[src/rtl/conversion_sequencer.sv]
// -----------------------------------------------------------------------------
// conversion_sequencer
//
// Initiator side of the cycle-counter interface in the voltmeter back-end.
// One start request runs a full conversion: the comparator is sampled for
// SAMPLES_PER_CYCLE clocks, then the external cycle counter is advanced with
// a single increment pulse, and the counter value is checked against an
// internal shadow index. This repeats until the counter reports terminal
// count. The comparator-ones total is then offered downstream with a
// valid/ready handshake. Any disagreement with the counter aborts the
// conversion with a one-clock err_o pulse.
//
// Ports:
//   clk_i           system clock
//   rst_n_i         asynchronous active-low reset
//   start_i         conversion request, only honoured in IDLE
//   comp_i          synchronised comparator output
//   stop_i          terminal-count flag from the cycle counter
//   cycle_count_i   current count from the cycle counter
//   increment_o     one-clock increment pulse to the cycle counter
//   busy_o          conversion in progress (SAMPLE/ADVANCE/CHECK)
//   result_o        accumulated comparator-ones count
//   result_valid_o  result available, held until accepted
//   result_ready_i  downstream accepts the result
//   err_o           one-clock pulse on a desynchronisation abort
// -----------------------------------------------------------------------------
module conversion_sequencer #(
    parameter int SAMPLES_PER_CYCLE = 16,
    parameter int NUM_CYCLES        = 24,
    parameter int RESULT_W          = 10
) (
    input  logic                clk_i,
    input  logic                rst_n_i,
    input  logic                start_i,
    input  logic                comp_i,
    input  logic                stop_i,
    input  logic [4:0]          cycle_count_i,
    output logic                increment_o,
    output logic                busy_o,
    output logic [RESULT_W-1:0] result_o,
    output logic                result_valid_o,
    input  logic                result_ready_i,
    output logic                err_o
);

    localparam logic [5:0] LAST_SAMPLE = 6'(SAMPLES_PER_CYCLE - 1);
    localparam logic [4:0] TERMINAL    = 5'(NUM_CYCLES);

    typedef enum logic [2:0] {
        IDLE,
        SAMPLE,
        ADVANCE,
        CHECK,
        DONE
    } state_t;

    state_t              state_q, state_d;
    logic [RESULT_W-1:0] acc_q, acc_d;
    logic [RESULT_W-1:0] result_q, result_d;
    logic [5:0]          sample_cnt_q, sample_cnt_d;
    logic [4:0]          shadow_q, shadow_d;
    logic                valid_q, valid_d;
    logic                err_q, err_d;

    always_ff @(posedge clk_i or negedge rst_n_i) begin
        if (!rst_n_i) begin
            state_q      <= IDLE;
            acc_q        <= '0;
            result_q     <= '0;
            sample_cnt_q <= '0;
            shadow_q     <= '0;
            valid_q      <= 1'b0;
            err_q        <= 1'b0;
        end else begin
            state_q      <= state_d;
            acc_q        <= acc_d;
            result_q     <= result_d;
            sample_cnt_q <= sample_cnt_d;
            shadow_q     <= shadow_d;
            valid_q      <= valid_d;
            err_q        <= err_d;
        end
    end

    always_comb begin
        state_d      = state_q;
        acc_d        = acc_q;
        result_d     = result_q;
        sample_cnt_d = sample_cnt_q;
        shadow_d     = shadow_q;
        valid_d      = valid_q;
        err_d        = 1'b0;

        unique case (state_q)
            IDLE: begin
                // The counter must be parked at zero before a conversion may
                // begin, otherwise both sides would disagree from the outset.
                if (start_i) begin
                    if (!stop_i && (cycle_count_i == 5'd0)) begin
                        state_d      = SAMPLE;
                        acc_d        = '0;
                        sample_cnt_d = '0;
                        shadow_d     = '0;
                    end else begin
                        err_d = 1'b1;
                    end
                end
            end
            SAMPLE: begin
                acc_d        = acc_q + {{(RESULT_W-1){1'b0}}, comp_i};
                sample_cnt_d = sample_cnt_q + 6'd1;
                if (sample_cnt_q == LAST_SAMPLE) begin
                    state_d = ADVANCE;
                end
            end
            ADVANCE: begin
                shadow_d = shadow_q + 5'd1;
                state_d  = CHECK;
            end
            CHECK: begin
                // The counter has seen the increment by now, so its value and
                // the shadow index must agree; stop_i is only legitimate when
                // the shadow index has reached terminal count.
                if (cycle_count_i != shadow_q) begin
                    err_d   = 1'b1;
                    state_d = IDLE;
                end else if (stop_i && (shadow_q == TERMINAL)) begin
                    result_d = acc_q;
                    valid_d  = 1'b1;
                    state_d  = DONE;
                end else if (stop_i) begin
                    err_d   = 1'b1;
                    state_d = IDLE;
                end else begin
                    sample_cnt_d = '0;
                    state_d      = SAMPLE;
                end
            end
            DONE: begin
                if (valid_q && result_ready_i) begin
                    valid_d = 1'b0;
                    state_d = IDLE;
                end
            end
            default: begin
                state_d = IDLE;
            end
        endcase
    end

    // ADVANCE lasts a single clock and is always followed by CHECK, so the
    // increment pulse can never stretch over two clocks.
    assign increment_o    = (state_q == ADVANCE) && !stop_i;
    assign busy_o         = (state_q == SAMPLE) || (state_q == ADVANCE) || (state_q == CHECK);
    assign result_o       = result_q;
    assign result_valid_o = valid_q;
    assign err_o          = err_q;

endmodule

[config.mk]
export PLATFORM = sky130hd
export DESIGN_NAME = conversion_sequencer
export DESIGN_NICKNAME = d
export VERILOG_FILES = /design/src/rtl/conversion_sequencer.sv
export SDC_FILE = /design/constraint.sdc
export NUM_CORES = 1
export LEC_CHECK = 0
export ABC_AREA = 1
export CORE_MARGIN = 2
export CORE_UTILIZATION = 59
export DETAILED_ROUTE_END_ITERATION = 16
export PLACE_DENSITY = 0.85
export SYNTH_ARGS = -nofsm -noshare
export SYNTH_HDL_FRONTEND = slang
export SYNTH_SLANG_ARGS = --single-unit
[constraint.sdc]
create_clock -name clk_i -period 3.75 [get_ports clk_i]
set_input_delay 1.125 -clock clk_i [delete_from_list [all_inputs] [get_ports clk_i]]
set_output_delay 1.125 -clock clk_i [all_outputs]
set_load 0.01 [all_outputs]
==> impl_metrics.json, run 1 <==
{
  "routabilityCongestion": 0.926,
  "hold_viol": 0,
  "hold_class": "reg2reg",
  "drt_iter0_drc": 121,
  "grt_pass1_wl_mm": 6.55,
  "crit_top_cell": "clkdlybuf4s50_1",
  "final-setup-viol-count": 0,
  "antenna_cells": 0,
  "areaGrowthSynthToFinish_pct": 18.0,
  "ys.flop_type": "dfrtp_1",
  "r2r-start": "shadow_q[0]",
  "hold_ws_ns": 0.492,
  "die_height_um": 61.1,
  "grt-ovfl-total": 0,
  "cts_setup_buffers": 0,
  "wl_per_cell_um": 12.0,
  "num_vias": 1638,
  "clk_latency_ns": 0.34,
  "slew_headroom": 0.694,
  "cp_slowest_cell": "clkdlybuf4s50_1",
  "clockBufferDepth": 2,
  "worst_slew_pin_slew_ns": 0.459,
  "synth.most_common_cell": "nand2_1",
  "cts_tree": "done",
  "syn_inst": 238,
  "grt_max_degree": 37,
  "syn_nets": 254,
  "die-area_um2": 3730,
  "cp_max_fo": 5,
  "tns_ns": 0,
  "initial_core_util": 0.624,
  "synth_area_per_cell_um2": 8.07,
  "post_dp_cell_area_um2": 2210,
  "cts_hold_buf": 0,
  "drv_cap": 0,
  "htreeDepth": 2,
  "synth.top_cell.area_share": 0.469,
  "cts_made_buffers": 5,
  "die_w_um": 61.1,
  "p_leak_nw": 1.11,
  "cts-root-buf": "clkbuf_4",
  "post-route-period-util": 0.909,
  "critPathArrivalTime_ns": 2.28,
  "num-nets-final": 285,
  "grt_usage": 0.241,
  "max_freq_mhz": 293,
  "cp-end-kind": "primary output",
  "hp-start": "result_o[5]",
  "powerDensity_nw_per_um2": 568,
  "dp.cells": 306,
  "io_pins": 25,
  "wl_mm": 3.75,
  "critPathKind": "in2out",
  "period_minus_slack_ns": 3.41,
  "drc": 0,
  "final_cells": 314,
  "slowest_delay_ns": 0.54,
  "antenna_found_initial": 0,
  "cp_num_buf_inv": 2,
  "crit_family": "buffers and inverters",
  "rows": 20,
  "met3_usage": 0.0441,
  "clock-sinks": 36,
  "synth_top_cells_by_area": "dfrtp_1, nand2_1, inv_1",
  "first_pass_iters": 4,
  "required_ns": 2.62,
  "startpoint": "stop_i",
  "rsz0062_at_grt": "false",
  "ir_worst_vdd_v": 0.000361,
  "critPathLaunchType": "input pin",
  "io_buffers": 24,
  "final_area_um2": 2270,
  "synth_edf_count": 0,
  "synthTopCellsByCount": "nand2_1, dfrtp_1, inv_1, nand3_1, nor2_1",
  "final_util": 0.737,
  "coreArea_um2": 3080,
  "seq_area_frac_synth": 0.469,
  "grt_use_met1": 0.307,
  "synthArstFlopShare": 1.00,
  "use_met2": 0.400,
  "drt-vias-per-instance": 5.22,
  "synth_top_area_cell": "dfrtp_1",
  "ys_warn_count": 0,
  "top_usage_layer": "met2",
  "rrSetupSlack_ns": 2.20,
  "synth_cell_types": 28,
  "crit_path_cell_trace": "clkdlybuf4s50_1, nor2_1, clkdlybuf4s50_1",
  "synth-seq-cells": 36,
  "drive_gt1_frac": 0.137,
  "skew_ns": 0.00689,
  "outcome": "finished clean",
  "ant_nets": 0,
  "maxSlewViolCount": 0,
  "dp_hpwl_mm": 2.67,
  "grt_pass1_vias": 1526,
  "synth.cell_area_um2": 1920,
  "cts_resized": 0,
  "clk_pin_slew_ns": 0.10
}
worst paths after layout:
kind	endpoint	cells past startpoint
setup / recovery	increment_o	3
hold / removal	result_o[5]	2
setup reg to reg	result_o[6]	8
hold reg to reg	result_o[5]	2
max in group asynchronous	acc_q[3]	2
min in group asynchronous	shadow_q[2]	2
routing by layer:
metal	routed length, um	vias to the layer above
met5	0	-
met4	98	0
met3	148	11
met2	1800	37
met1	1710	764
li1	-	826
state kept, by name (all words and copies together) (netlist names):
name,cells
sample_cnt_q,6
shadow_q,5
result_o,10
acc_q,10
result_valid_o,1
state_q,3
err_o,1
worst register-to-register path, delay by kind of cell, from the launching register on:
family	cells	cell delay, ns
AO/OA/AOI/OAI	1	0.05
adder cells (fa/ha/maj)	1	0.14
buffers and inverters	2	0.32
flip-flops	1	0.45
AND/OR/NAND/NOR	4	0.47
logic make-up after synthesis:
kind of cell / share of synthesized area
simple gates: 0.293
buf+inv: 0.0781
flops: 0.469
compound gates: 0.104
fa+ha+maj: 0.0326
xor+xnor: 0.0182
mux: 0.00521
cell type report:
cell class	instances	area, um2
clock buffers	8	58.8
fillers	248	810
inverters	34	128
multi-input cells	166	871
flip-flops and latches	36	901
well taps	44	55.1
repair buffers	26	255
power breakdown:
| part | total, W | switching, W | leakage [nW] | internal [W] |
|---|---|---|---|---|
| logic | 0.000487 | 0.000296 | 0.617 | 0.000191 |
| clock network | 0.000218 | 0.000126 | 0.0326 | 0.0000926 |
| registers | 0.000582 | 0.0000976 | 0.463 | 0.000485 |
| total | 0.00129 | 0.000519 | 1.11 | 0.000769 |
cells in the final DEF (no fill, tap or decap), drive strengths merged:
cell type,instances
o31ai,1
nand4,6
buf,2
nand3,19
xor2,2
ha,5
a31o,1
nor4,1
a21oi,4
nor3,5
nor2,18
o211ai,2
o21ai,20
dfrtp,36
a211oi,1
mux2i,1
clkdlybuf4s50,24
or2,4
nand2,74
xnor2,2
clkbuf,8
inv,34
stage by stage:
stage          setup WS (ns)  total power (W)
4_1_cts                0.329          0.00130
2_1_floorplan           1.33         0.000941
6_report               0.340          0.00129
3_3_place_gp           0.371          0.00106
5_1_grt                0.278          0.00141
3_5_place_dp           0.335          0.00108
(Power assumes the default switching activity.)
==> run 2, diff against run 1 <==
--- a/config.mk
+++ b/config.mk
@@ -9,7 +9,7 @@
 export CORE_MARGIN = 2
 export CORE_UTILIZATION = 59
 export DETAILED_ROUTE_END_ITERATION = 16
-export PLACE_DENSITY = 0.85
+export PLACE_DENSITY = 0.84
 export SYNTH_ARGS = -nofsm -noshare
 export SYNTH_HDL_FRONTEND = slang
 export SYNTH_SLANG_ARGS = --single-unit
==> run 2 against run 1 <==
Via count shrank 1.5%. Global-route usage down 1.0 points. Die area unchanged. First-iteration DRC count shrank 41%. Total power rose by 0.22%. Highest routed layer unchanged. Combinational power about the same. Clock skew up 0.0080 ns. Core utilization increased by 0.12 points. Register-to-register slack lost 0.25 ns. Sequential power about the same.
==> impl_metrics.json, run 2 (same netlist as run 1, synthesis figures left out) <==
{
  "outcome": "finished clean",
  "cts_tree": "done",
  "r2r-end": "result_o[6]",
  "slew_headroom": 0.704,
  "cp_slowest_cell": "clkdlybuf4s50_1",
  "routabilityCongestion": 0.863,
  "p_leak_nw": 1.11,
  "worst-path-stages": 3,
  "cts_setup_buffers": 0,
  "antenna_found_initial": 0,
  "die-area_um2": 3730,
  "grt-ovfl-total": 0,
  "initial_core_util": 0.624,
  "wl_per_cell_um": 11.9,
  "ir_worst_vdd_v": 0.000309,
  "layout_commonest_cell": "nand2_1",
  "post_dp_cell_area_um2": 2210,
  "hold_class": "reg2reg",
  "final-setup-viol-count": 0,
  "cts_hold_buf": 0,
  "htreeDepth": 2,
  "crit_family": "buffers and inverters",
  "grt_max_degree": 37,
  "drt-vias-per-instance": 5.14,
  "drive_gt1_frac": 0.141,
  "max_freq_mhz": 294,
  "drc": 0,
  "r2r-start": "shadow_q[1]",
  "grt_pass1_vias": 1476,
  "cp_num_buf_inv": 2,
  "startpoint": "stop_i",
  "required_ns": 2.62,
  "clk_latency_ns": 0.34,
  "die_height_um": 61.1,
  "die_w_um": 61.1,
  "final_area_um2": 2270,
  "first_pass_iters": 4,
  "num-nets-final": 285,
  "ant_nets": 0,
  "rrSetupSlack_ns": 1.95,
  "hold_viol": 0,
  "cts-root-buf": "clkbuf_4",
  "clockBufferDepth": 2,
  "tns_ns": 0,
  "critPathArrivalTime_ns": 2.27,
  "io_buffers": 24,
  "antenna_cells": 0,
  "io_pins": 25,
  "final_cell_mix": "nand2_1, dfrtp_1, inv_1",
  "cp-end-kind": "primary output",
  "skew_ns": 0.0149,
  "worst_slew_pin_slew_ns": 0.444,
  "crit_path_cell_trace": "clkdlybuf4s50_1, nor2_1, clkdlybuf4s50_1",
  "post-route-period-util": 0.906,
  "period_minus_slack_ns": 3.40,
  "crit_top_cell": "clkdlybuf4s50_1",
  "rows": 20,
  "maxSlewViolCount": 0,
  "critPathKind": "in2out",
  "dp_hpwl_mm": 2.73,
  "grt_pass1_wl_mm": 6.24,
  "cp_max_fo": 5,
  "critPathLaunchType": "input pin",
  "rsz0062_at_grt": "false",
  "slowest_delay_ns": 0.54,
  "powerDensity_nw_per_um2": 568,
  "final_util": 0.738,
  "crit_end": "increment_o",
  "grt_usage": 0.230,
  "r2r_cells": 8,
  "coreArea_um2": 3080,
  "drt_iter0_drc": 71,
  "num_vias": 1613,
  "clk_pin_slew_ns": 0.10,
  "clock-sinks": 36,
  "cts_resized": 0,
  "areaGrowthSynthToFinish_pct": 18.2,
  "cts_made_buffers": 5,
  "drv_cap": 0,
  "wl_mm": 3.73
}
[run 2: changes by cell type in the layout (fill, tap and decap cells not counted), sizes merged]
cell	change
clkinvlp	+1
clkbuf	-1
[run 2: worst register-to-register path, cell delays in order (launching register included)]
cell     delay [ns]
dfrtp_1        0.44
inv_1          0.10
ha_1           0.14
nand4_1        0.13
nor2_1         0.15
nand4_2        0.29
buf_4          0.33
nand2_1        0.09
o21ai_2        0.05
[run 2: report_power, final]
| part | switching [W] | total, W | internal (W) |
|---|---|---|---|
| combinational | 0.000300 | 0.000490 | 0.000190 |
| sequential | 0.0000989 | 0.000584 | 0.000485 |
| clock | 0.000125 | 0.000217 | 0.0000918 |
| total | 0.000524 | 0.00129 | 0.000767 |
[run 2: how the worst min path moves through the flow]
stage | depth (start not counted) | from | endpoint
global route | 2 | result_o[4] | result_o[4]
CTS | 2 | result_o[4] | result_o[4]
detailed placement | 2 | result_o[4] | result_o[4]
finish | 2 | result_o[4] | result_o[4]
global placement | 2 | sample_cnt_q[5] | sample_cnt_q[5]
floorplan | 2 | sample_cnt_q[5] | sample_cnt_q[5]
[run 2: cell type report]
type / count / area, um2
sequential: 36 / 901
multi-input combinational: 166 / 871
fill: 243 / 806
timing repair buffer: 26 / 255
inverter: 34 / 128
clock buffer: 7 / 55.1
tap: 44 / 55.1
clock inverter: 1 / 7.51
[run 2: metal layers]
layer,routed length (um),vias up,global-route usage
met2,1810,31,0.389
met3,149,2,0.0630
li1,-,828,-
met1,1750,752,0.296
met4,19,0,0.0559
met5,0,-,0
[run 2: metrics by stage]
step,worst slack [ns],hold slack [ns],power [W],std cells
after global placement,0.370,0.462,0.00106,306
after detailed placement,0.367,0.470,0.00108,306
after CTS,0.362,0.497,0.00130,314
after global routing,0.308,0.516,0.00141,314
final,0.354,0.493,0.00129,314
after floorplan,1.33,0.442,0.000941,238
